File: config.mk
export PLATFORM = sky130hd
export DESIGN_NAME = priority_grant_arbiter_flat
export DESIGN_NICKNAME = d
export VERILOG_FILES = /design/src/rtl/priority_grant_arbiter_if.sv /design/src/rtl/priority_grant_arbiter.sv /design/src/flat_wrapper.sv
export SDC_FILE = /design/constraint.sdc
export NUM_CORES = 1
export LEC_CHECK = 0
export BUFFER_PORTS_ARGS = -buffer_cell sky130_fd_sc_hd__buf_2
export CELL_PAD_IN_SITES_DETAIL_PLACEMENT = 2
export CELL_PAD_IN_SITES_GLOBAL_PLACEMENT = 2
export CORE_MARGIN = 10
export CORE_UTILIZATION = 29
export CTS_CLUSTER_SIZE = 30
export DETAILED_ROUTE_END_ITERATION = 7
export PLACE_DENSITY = 0.85
export SYNTH_ARGS = -nofsm -noshare
export SYNTH_HDL_FRONTEND = slang
export SYNTH_SLANG_ARGS = --single-unit
export TNS_END_PERCENT = 50
File: constraint.sdc
create_clock -name clk -period 2 [get_ports clk]
set_clock_uncertainty 0.2 [all_clocks]
set_input_delay 0.1 -clock clk [delete_from_list [all_inputs] [get_ports clk]]
set_output_delay 0.1 -clock clk [all_outputs]
set_load 0.1 [all_outputs]
File: src/rtl/priority_grant_arbiter_if.sv
// rtl/priority_grant_arbiter_if.sv - request/grant bundle between requesting engines and the arbiter
interface priority_grant_arbiter_if;
    logic [7:0] req;
    logic       done;
    logic [7:0] gnt;
    logic [2:0] gnt_id;
    logic       gnt_valid;
    logic       revoke;

    modport master (
        output req,
        output done,
        input  gnt,
        input  gnt_id,
        input  gnt_valid,
        input  revoke
    );

    modport slave (
        input  req,
        input  done,
        output gnt,
        output gnt_id,
        output gnt_valid,
        output revoke
    );
endinterface

File: src/rtl/priority_grant_arbiter.sv
// rtl/priority_grant_arbiter.sv - 8-way fixed-priority hold-until-release arbiter; ARB_TIMEOUT_EN adds forced release after MAX_HOLD cycles
module priority_grant_arbiter #(
    parameter int unsigned MAX_HOLD = 16
) (
    input  logic                     clk,
    input  logic                     rst,
    priority_grant_arbiter_if.slave  bus
);

    if (MAX_HOLD < 2 || MAX_HOLD > 255) begin : g_bad_max_hold
        $error("MAX_HOLD must be within 2..255");
    end

    typedef enum logic [1:0] {
        IDLE    = 2'd0,
        GRANT   = 2'd1,
        RELEASE = 2'd2
    } state_t;

    state_t     state_q, state_d;
    logic [7:0] gnt_q, gnt_d;
    logic [2:0] gnt_id_q, gnt_id_d;
    logic       gnt_valid_q, gnt_valid_d;
    logic [2:0] req_id;
    logic       release_c;

    // Highest set index wins; the ascending loop lets later bits overwrite earlier ones.
    always_comb begin
        req_id = 3'd0;
        for (int i = 0; i < 8; i++) begin
            if (bus.req[i]) begin
                req_id = 3'(i);
            end
        end
    end

    assign release_c = bus.done || !bus.req[gnt_id_q];

`ifdef ARB_TIMEOUT_EN
    localparam int HW = $clog2(MAX_HOLD + 1);

    logic [HW-1:0] hold_q, hold_d;
    logic          revoke_q, revoke_d;
`endif

    always_comb begin
        state_d     = state_q;
        gnt_d       = gnt_q;
        gnt_id_d    = gnt_id_q;
        gnt_valid_d = gnt_valid_q;
`ifdef ARB_TIMEOUT_EN
        hold_d      = hold_q;
        revoke_d    = 1'b0;
`endif
        case (state_q)
            IDLE: begin
                gnt_d       = 8'd0;
                gnt_id_d    = 3'd0;
                gnt_valid_d = 1'b0;
                if (bus.req != 8'd0) begin
                    gnt_d       = 8'b1 << req_id;
                    gnt_id_d    = req_id;
                    gnt_valid_d = 1'b1;
                    state_d     = GRANT;
`ifdef ARB_TIMEOUT_EN
                    hold_d      = '0;
`endif
                end
            end
            GRANT: begin
                if (release_c) begin
                    gnt_d       = 8'd0;
                    gnt_id_d    = 3'd0;
                    gnt_valid_d = 1'b0;
                    state_d     = RELEASE;
                end
`ifdef ARB_TIMEOUT_EN
                // A real release on the same edge takes precedence, so no revoke then.
                else if (hold_q == HW'(MAX_HOLD - 1)) begin
                    gnt_d       = 8'd0;
                    gnt_id_d    = 3'd0;
                    gnt_valid_d = 1'b0;
                    revoke_d    = 1'b1;
                    state_d     = RELEASE;
                end else begin
                    hold_d = hold_q + 1'b1;
                end
`endif
            end
            RELEASE: begin
                gnt_d       = 8'd0;
                gnt_id_d    = 3'd0;
                gnt_valid_d = 1'b0;
                state_d     = IDLE;
            end
            default: begin
                gnt_d       = 8'd0;
                gnt_id_d    = 3'd0;
                gnt_valid_d = 1'b0;
                state_d     = IDLE;
            end
        endcase
    end

    always_ff @(posedge clk or posedge rst) begin
        if (rst) begin
            state_q     <= IDLE;
            gnt_q       <= 8'd0;
            gnt_id_q    <= 3'd0;
            gnt_valid_q <= 1'b0;
        end else begin
            state_q     <= state_d;
            gnt_q       <= gnt_d;
            gnt_id_q    <= gnt_id_d;
            gnt_valid_q <= gnt_valid_d;
        end
    end

`ifdef ARB_TIMEOUT_EN
    always_ff @(posedge clk or posedge rst) begin
        if (rst) begin
            hold_q   <= '0;
            revoke_q <= 1'b0;
        end else begin
            hold_q   <= hold_d;
            revoke_q <= revoke_d;
        end
    end

    assign bus.revoke = revoke_q;
`else
    assign bus.revoke = 1'b0;
`endif

    assign bus.gnt       = gnt_q;
    assign bus.gnt_id    = gnt_id_q;
    assign bus.gnt_valid = gnt_valid_q;

endmodule
File: src/flat_wrapper.sv
// flat-port wrapper written by rule: the top's interface ports become plain ports
module priority_grant_arbiter_flat 
#(
    parameter int unsigned MAX_HOLD = 16
)
  (clk, rst, bus_req, bus_done, bus_gnt, bus_gnt_id, bus_gnt_valid, bus_revoke);
  priority_grant_arbiter_if bus_i ();
  input  logic clk;
  input  logic rst;
  input wire logic [$bits(bus_i.req)-1:0] bus_req;
  input wire logic [$bits(bus_i.done)-1:0] bus_done;
  output wire logic [$bits(bus_i.gnt)-1:0] bus_gnt;
  output wire logic [$bits(bus_i.gnt_id)-1:0] bus_gnt_id;
  output wire logic [$bits(bus_i.gnt_valid)-1:0] bus_gnt_valid;
  output wire logic [$bits(bus_i.revoke)-1:0] bus_revoke;
  assign bus_i.req = bus_req;
  assign bus_i.done = bus_done;
  assign bus_gnt = bus_i.gnt;
  assign bus_gnt_id = bus_i.gnt_id;
  assign bus_gnt_valid = bus_i.gnt_valid;
  assign bus_revoke = bus_i.revoke;
  priority_grant_arbiter #(.MAX_HOLD(MAX_HOLD)) u_core (.clk(clk), .rst(rst), .bus(bus_i));
endmodule
# == Yosys cells after proc, flatten, opt, wreduce, memory -nomap -nowiden ==
# Index checks and enable logic that the tools add are counted.
# word_totals
register_bits,14
in_bits,11
elab_cells,35
# op_classes
n_lt_le_gt_ge,1
eq_ne,3
shifts,1
mux,21
n_reduce_logical,5
# ops
op,n
3-bit 2-to-1 mux,6
8-bit 2-to-1 mux,2
8-bit one-hot mux with 2 select lines,1
2-bit 2-to-1 mux,4
8-bit nonzero test,1
1-bit by 3-bit left shift with 8-bit output (first input constant),1
3-bit one-hot mux with 2 select lines,1
3-bit by 4-bit < comparator with 1-bit output (second input constant),1
1-bit 2-to-1 mux,4
2-bit by 1-bit != test with 1-bit output (second input constant),2
2-bit one-hot mux with 2 select lines,1
1-bit binary-select mux with 3-bit select,1
2-bit by 1-bit equality test with 1-bit output (second input constant),1
2-bit logical NOT,1
1-bit one-hot mux with 2 select lines,1
2-bit AND reduction,1
1-bit logical NOT,1
1-bit logical OR,1

# == Longest topological paths before layout ==
# logic_depth
depth_word,10
depth_mapped,5
depth_no_buf,4

# == Worst setup path after synthesis ==
# Ideal clock, no wire load.
# synth_timing
kind,register to register
from,"register u_core.gnt_id_q[1], in the netlist u_core.bus.gnt_id[1]"
to,"register u_core.gnt_id_q[0], in the netlist u_core.bus.gnt_id[0]"
arrival_ns,2.178
t_required_ns,1.678
path_slack_ns,-0.500
path_stages_with_launch,5
synth_period_minus_slack_ns,2.500
path_cell_list,dfrtp_1 -> mux4_2 -> a22o_1 -> buf_6 -> a22o_1
# synth_via
elab_chain_cells,5
# synth_rtl
element,line_no,text
from (decl),priority_grant_arbiter.sv:22,"logic [2:0] gnt_id_q, gnt_id_d;"
from (signal assigned),priority_grant_arbiter.sv:114,gnt_id_q <= gnt_id_d;
1-bit binary-select mux with 3-bit select,priority_grant_arbiter.sv:37,assign release_c = bus.done || !bus.req[gnt_id_q];
1-bit 2-to-1 mux (implied by the code),priority_grant_arbiter.sv:37,
1-bit logical NOT,priority_grant_arbiter.sv:37,
1-bit logical OR,priority_grant_arbiter.sv:37,
2-bit by 1-bit != test with 1-bit output (no line),--,
# Every way passes these cells. The select of a mux whose other input is x is not followed.
# A chain may end at the register's enable or synchronous reset.

# == Final worst setup path ==
# layout_timing
from,input port bus_req[6]
to,"register u_core.gnt_q[0], in the netlist u_core.bus.gnt[0]"
# layout_via
elab_chain_cells,5
word_cells_on_any_way,11
classes_between,eq/ne (1); shift (1); mux (6); reduce/logical (3)
# layout_rtl
element,line_no,text
from (decl),flat_wrapper.sv:10,input wire logic [$bits(bus_i.req)-1:0] bus_req;
1-bit binary-select mux with 3-bit select or 3-bit 2-to-1 mux (tied branches),"priority_grant_arbiter.sv:37, priority_grant_arbiter.sv:31",
1-bit 2-to-1 mux (implied by the code) or 3-bit 2-to-1 mux (tied branches),"priority_grant_arbiter.sv:37, priority_grant_arbiter.sv:31",
1-bit logical NOT or 1-bit by 3-bit left shift with 8-bit output (tied branches),"priority_grant_arbiter.sv:37, priority_grant_arbiter.sv:61",
1-bit logical OR or 8-bit 2-to-1 mux (tied branches),"priority_grant_arbiter.sv:37, priority_grant_arbiter.sv:60",
2-bit by 1-bit != test with 1-bit output (no line) or 8-bit one-hot mux with 2 select lines (tied branches),--,
to (signal assigned),priority_grant_arbiter.sv:113,gnt_q <= gnt_d;
to (decl),priority_grant_arbiter.sv:21,"logic [7:0] gnt_q, gnt_d;"
# Several ways; a longest one is shown, not always the timed one. The select of a mux whose other input is x is not followed.

==> summary.txt <==
Outcome
  – Status: completed

Die
  – # rows: 17
  – Die area: 4788 um^2
  – Starting Density: 31.13%
  – Die Y: 69.20 um
  – Die Wd: 69.20 um
  – # IOs: 24
  – Core Region: 2255 um^2

Routing
  – Via Count: 656
  – Final WL: 2.361 mm
  – Via-to-Cell Ratio: 5.377
  – DRC violations left: 0
  – DR WL/cell: 19.35 um
  – Initial drt markers: 20
  – First-pass iteration count of the detailed router: 4
  – Antenna Nets Post-Route: 0

Global routing
  – Initial antenna violation count: 0
  – Vias in the first global route: 738
  – First-pass GRT wire length: 3.891 mm
  – Overflow after GRT: 0
  – Largest net degree at the start of global routing: 15
  – Total GRT Usage: 9.467%

Synthesis
  – Top cells by area, synth: dfrtp_1 50%, a22o_1 6.2%, mux4_1 3.7%
  – Share of the synthesized area in the top cell type: 49.91%
  – Post-synthesis adder-cell area fraction: 0%
  – Avg Cell Area, Syn: 11.14 um^2
  – Synth Register Bits: 14
  – Yosys warns: 0
  – Post-Synth XOR/XNOR Area: 0%
  – Synth Area in Compound Gates: 20.68%
  – Cells after synthesis: 63
  – Mux cell area share after synthesis: 6.952%
  – Simple-Gate Fraction of Synth Area: 16.58%
  – Cell Area, Synth: 701.9 um^2
  – Post-synthesis sequential area ratio: 49.91%
  – Largest family of logic cells by synthesized area: compound AO/OA/AOI/OAI gates
  – Yosys top cell by area: dfrtp_1
  – Syn_nets: 74
  – Post-synth cell types: 28

Setup path
  – CP startpoint: bus_req[6]
  – Reg2reg start: u_core.bus.gnt_id[1]
  – Crit path arrival time: 1.94 ns
  – Max incr delay on CP: 0.54 ns
  – Setup crit end: u_core.bus.gnt[0]
  – CP Cell Sequence: dlygate4sd3_1, buf_2, mux4_2, a22o_4, buf_6, a22o_1
  – CP endpoint kind: flip-flop
  – Critical path's top delay family: buffers and inverters
  – CP Launch Type: primary input
  – RR Endpoint: u_core.bus.gnt[0]
  – Worst path buffer plus inverter count: 3
  – Max Fanout on Critical Path: 7
  – Crit Path Class: primary input to flip-flop
  – Cell count of the worst reg-to-reg path: 4
  – Number of cells on the critical path: 6
  – FF-to-FF setup slack: 0.05 ns
  – WP data required: 1.97 ns
  – Slowest CP cell: dlygate4sd3_1

Place
  – Hpwl dp: 1.810 mm
  – Pre-CTS setup slack: 0.06475 ns
  – Buffers on Ports: 22
  – Routability cong.: 0.8030

Layout
  – Storage element area: 356.6 um^2
  – Net count, final: 106
  – Ant diodes: 0
  – Final Util: 42.23%
  – Fraction of layout cells with a size suffix above 1: 38.30%
  – Layout Area Growth over Synthesis: 35.65%
  – # fillers: 257
  – Area of the multi-input gates: 325.3 um^2

Pwr
  – Worst vdd ir: 0.6706 mV
  – Pleak: 0.4671 nW
  – PwrDens: 1492 nW/um^2

Timing
  – Slew Viols, Final: 0
  – Final min period: 1.973 ns
  – Part of the cycle the worst path needs: 98.63%
  – Final setup viols: 0
  – RSZ-0062 raised after global routing: false
  – Worst Tran Pin Value: 0.6202 ns
  – Slew Limit Headroom: 58.37%
  – Final hold slack: 0.09641 ns
  – Final WS setup: 0.02745 ns
  – Max Fclk: 507.0 MHz
  – Final Hold Vio Count: 0

Clock network
  – CTS H-tree depth: 1
  – Clock-pin slew on the worst setup and hold paths: 0.09 ns
  – CTS Buffer Depth: 2
  – CTS Buf Count: 3
  – Clk Latency, worst-skew pair: 0.29 ns
  – CTS tree: done
  – Clock Sinks: 14
  – Root Driver: clkbuf_4

Min path
  – Hold path start: bus_done
  – Hold WC Path Type: primary input to flip-flop

Job
  – Max-Cap Viols: 0
[state kept, by name, indices dropped and copies added, names as in the netlist]
register,cells
u_core.bus.gnt,8
u_core.bus.gnt_id,3
u_core.state_q,2
u_core.bus.gnt_valid,1
[kinds of logic after synthesis]
kind of cell / after synthesis
multiplexers: 2
flip-flops: 14
AO/OA/AOI/OAI: 18
buffers and inverters: 7
other: 1
AND/OR/NAND/NOR: 21
[routing by layer]
layer	up-vias	wire length [um]	global-route usage, %
met1	328	983	11.07
met4	0	98	5.322
li1	297	-	-
met3	9	65	0.9986
met5	-	0	0
met2	22	1213	16.23
[cell usage in the layout (no fill, tap or decap), types with 2 or more instances in the layout]
cell type and n:
inv_1 5, clkbuf_4 3, nand2_1 5, buf_6 2
a32o_1 2, nor2_1 7, mux4_2 2, o31ai_1 3
a22o_1 4, dfrtp_1 11, dfrtp_2 2, buf_2 20
dlygate4sd3_1 6, a21oi_1 2
[tightest hold or removal path, cell delays in order]
cell,delay (ns)
buf_2,0.12
inv_1,0.06
a41oi_1,0.20
nor2_1,0.07
[where the power goes]
group	leakage, nW	internal [mW]	switching, mW	total, mW
Sequential	0.180	0.368	0.0896	0.457
Clock	0.0150	0.0775	0.0950	0.172
Combinational	0.272	0.204	0.587	0.791
Total	0.467	0.649	0.771	1.42
[worst min-delay path by stage]
stage | endpoint | slack, ns | cells after the start
CTS | u_core.bus.gnt_id[2] | 0.04 | 4
floorplan | u_core.bus.gnt[0] | -0.21 | 1
global placement | u_core.bus.gnt[4] | -0.03 | 2
global route | u_core.bus.gnt_id[2] | 0.12 | 4
finish | u_core.bus.gnt_id[2] | 0.1 | 4
detailed placement | u_core.bus.gnt[4] | -0.02 | 2
[Yosys cell counts]
cell type	n
mux4_1	1
nand2_1	5
nor3b_2	1
o41ai_1	1
inv_1	5
nand3_1	1
nor4_1	1
or2_2	1
a22o_1	5
a21oi_1	2
conb_1	1
dfrtp_1	14
or4_1	1
nor4bb_1	1
nand4b_1	1
a311oi_1	1
buf_4	1
a21o_1	1
o21ai_0	1
a32o_1	2
a41oi_1	1
buf_6	1
nand2b_1	1
mux4_2	1
nor4b_1	1
o21ba_2	1
nor2_1	7
o31ai_1	3
[cell type report]
cell class / instances / share of cell area [%]
Inverter: 5 / 1.971
Timing Repair Buffer: 29 / 19.97
Clock buffer: 4 / 2.760
Multi-Input combinational cell: 42 / 34.17
Sequential cell: 14 / 37.45
Tap cell: 28 / 3.679
[metrics by stage]
stage               TNS, ns  std cells  total power, mW  instance area [um^2]
floorplan           -0.5022         63            1.059                 708.2
global placement          0        114            1.204                 857.1
detailed placement        0        114            1.225                 857.1
CTS                       0        124            1.410                 943.4
global route              0        122            1.503                 952.2
finish                    0        122            1.421                 952.2
[repair_timing]
action                                  CTS  global route
endpoints found under the setup margin    0             9
setup buffers                             0             0
gates resized for setup                   0             5
hold buffers                              6             0
endpoints found under the hold margin    18             0
Power figures use the tool's default switching activity.
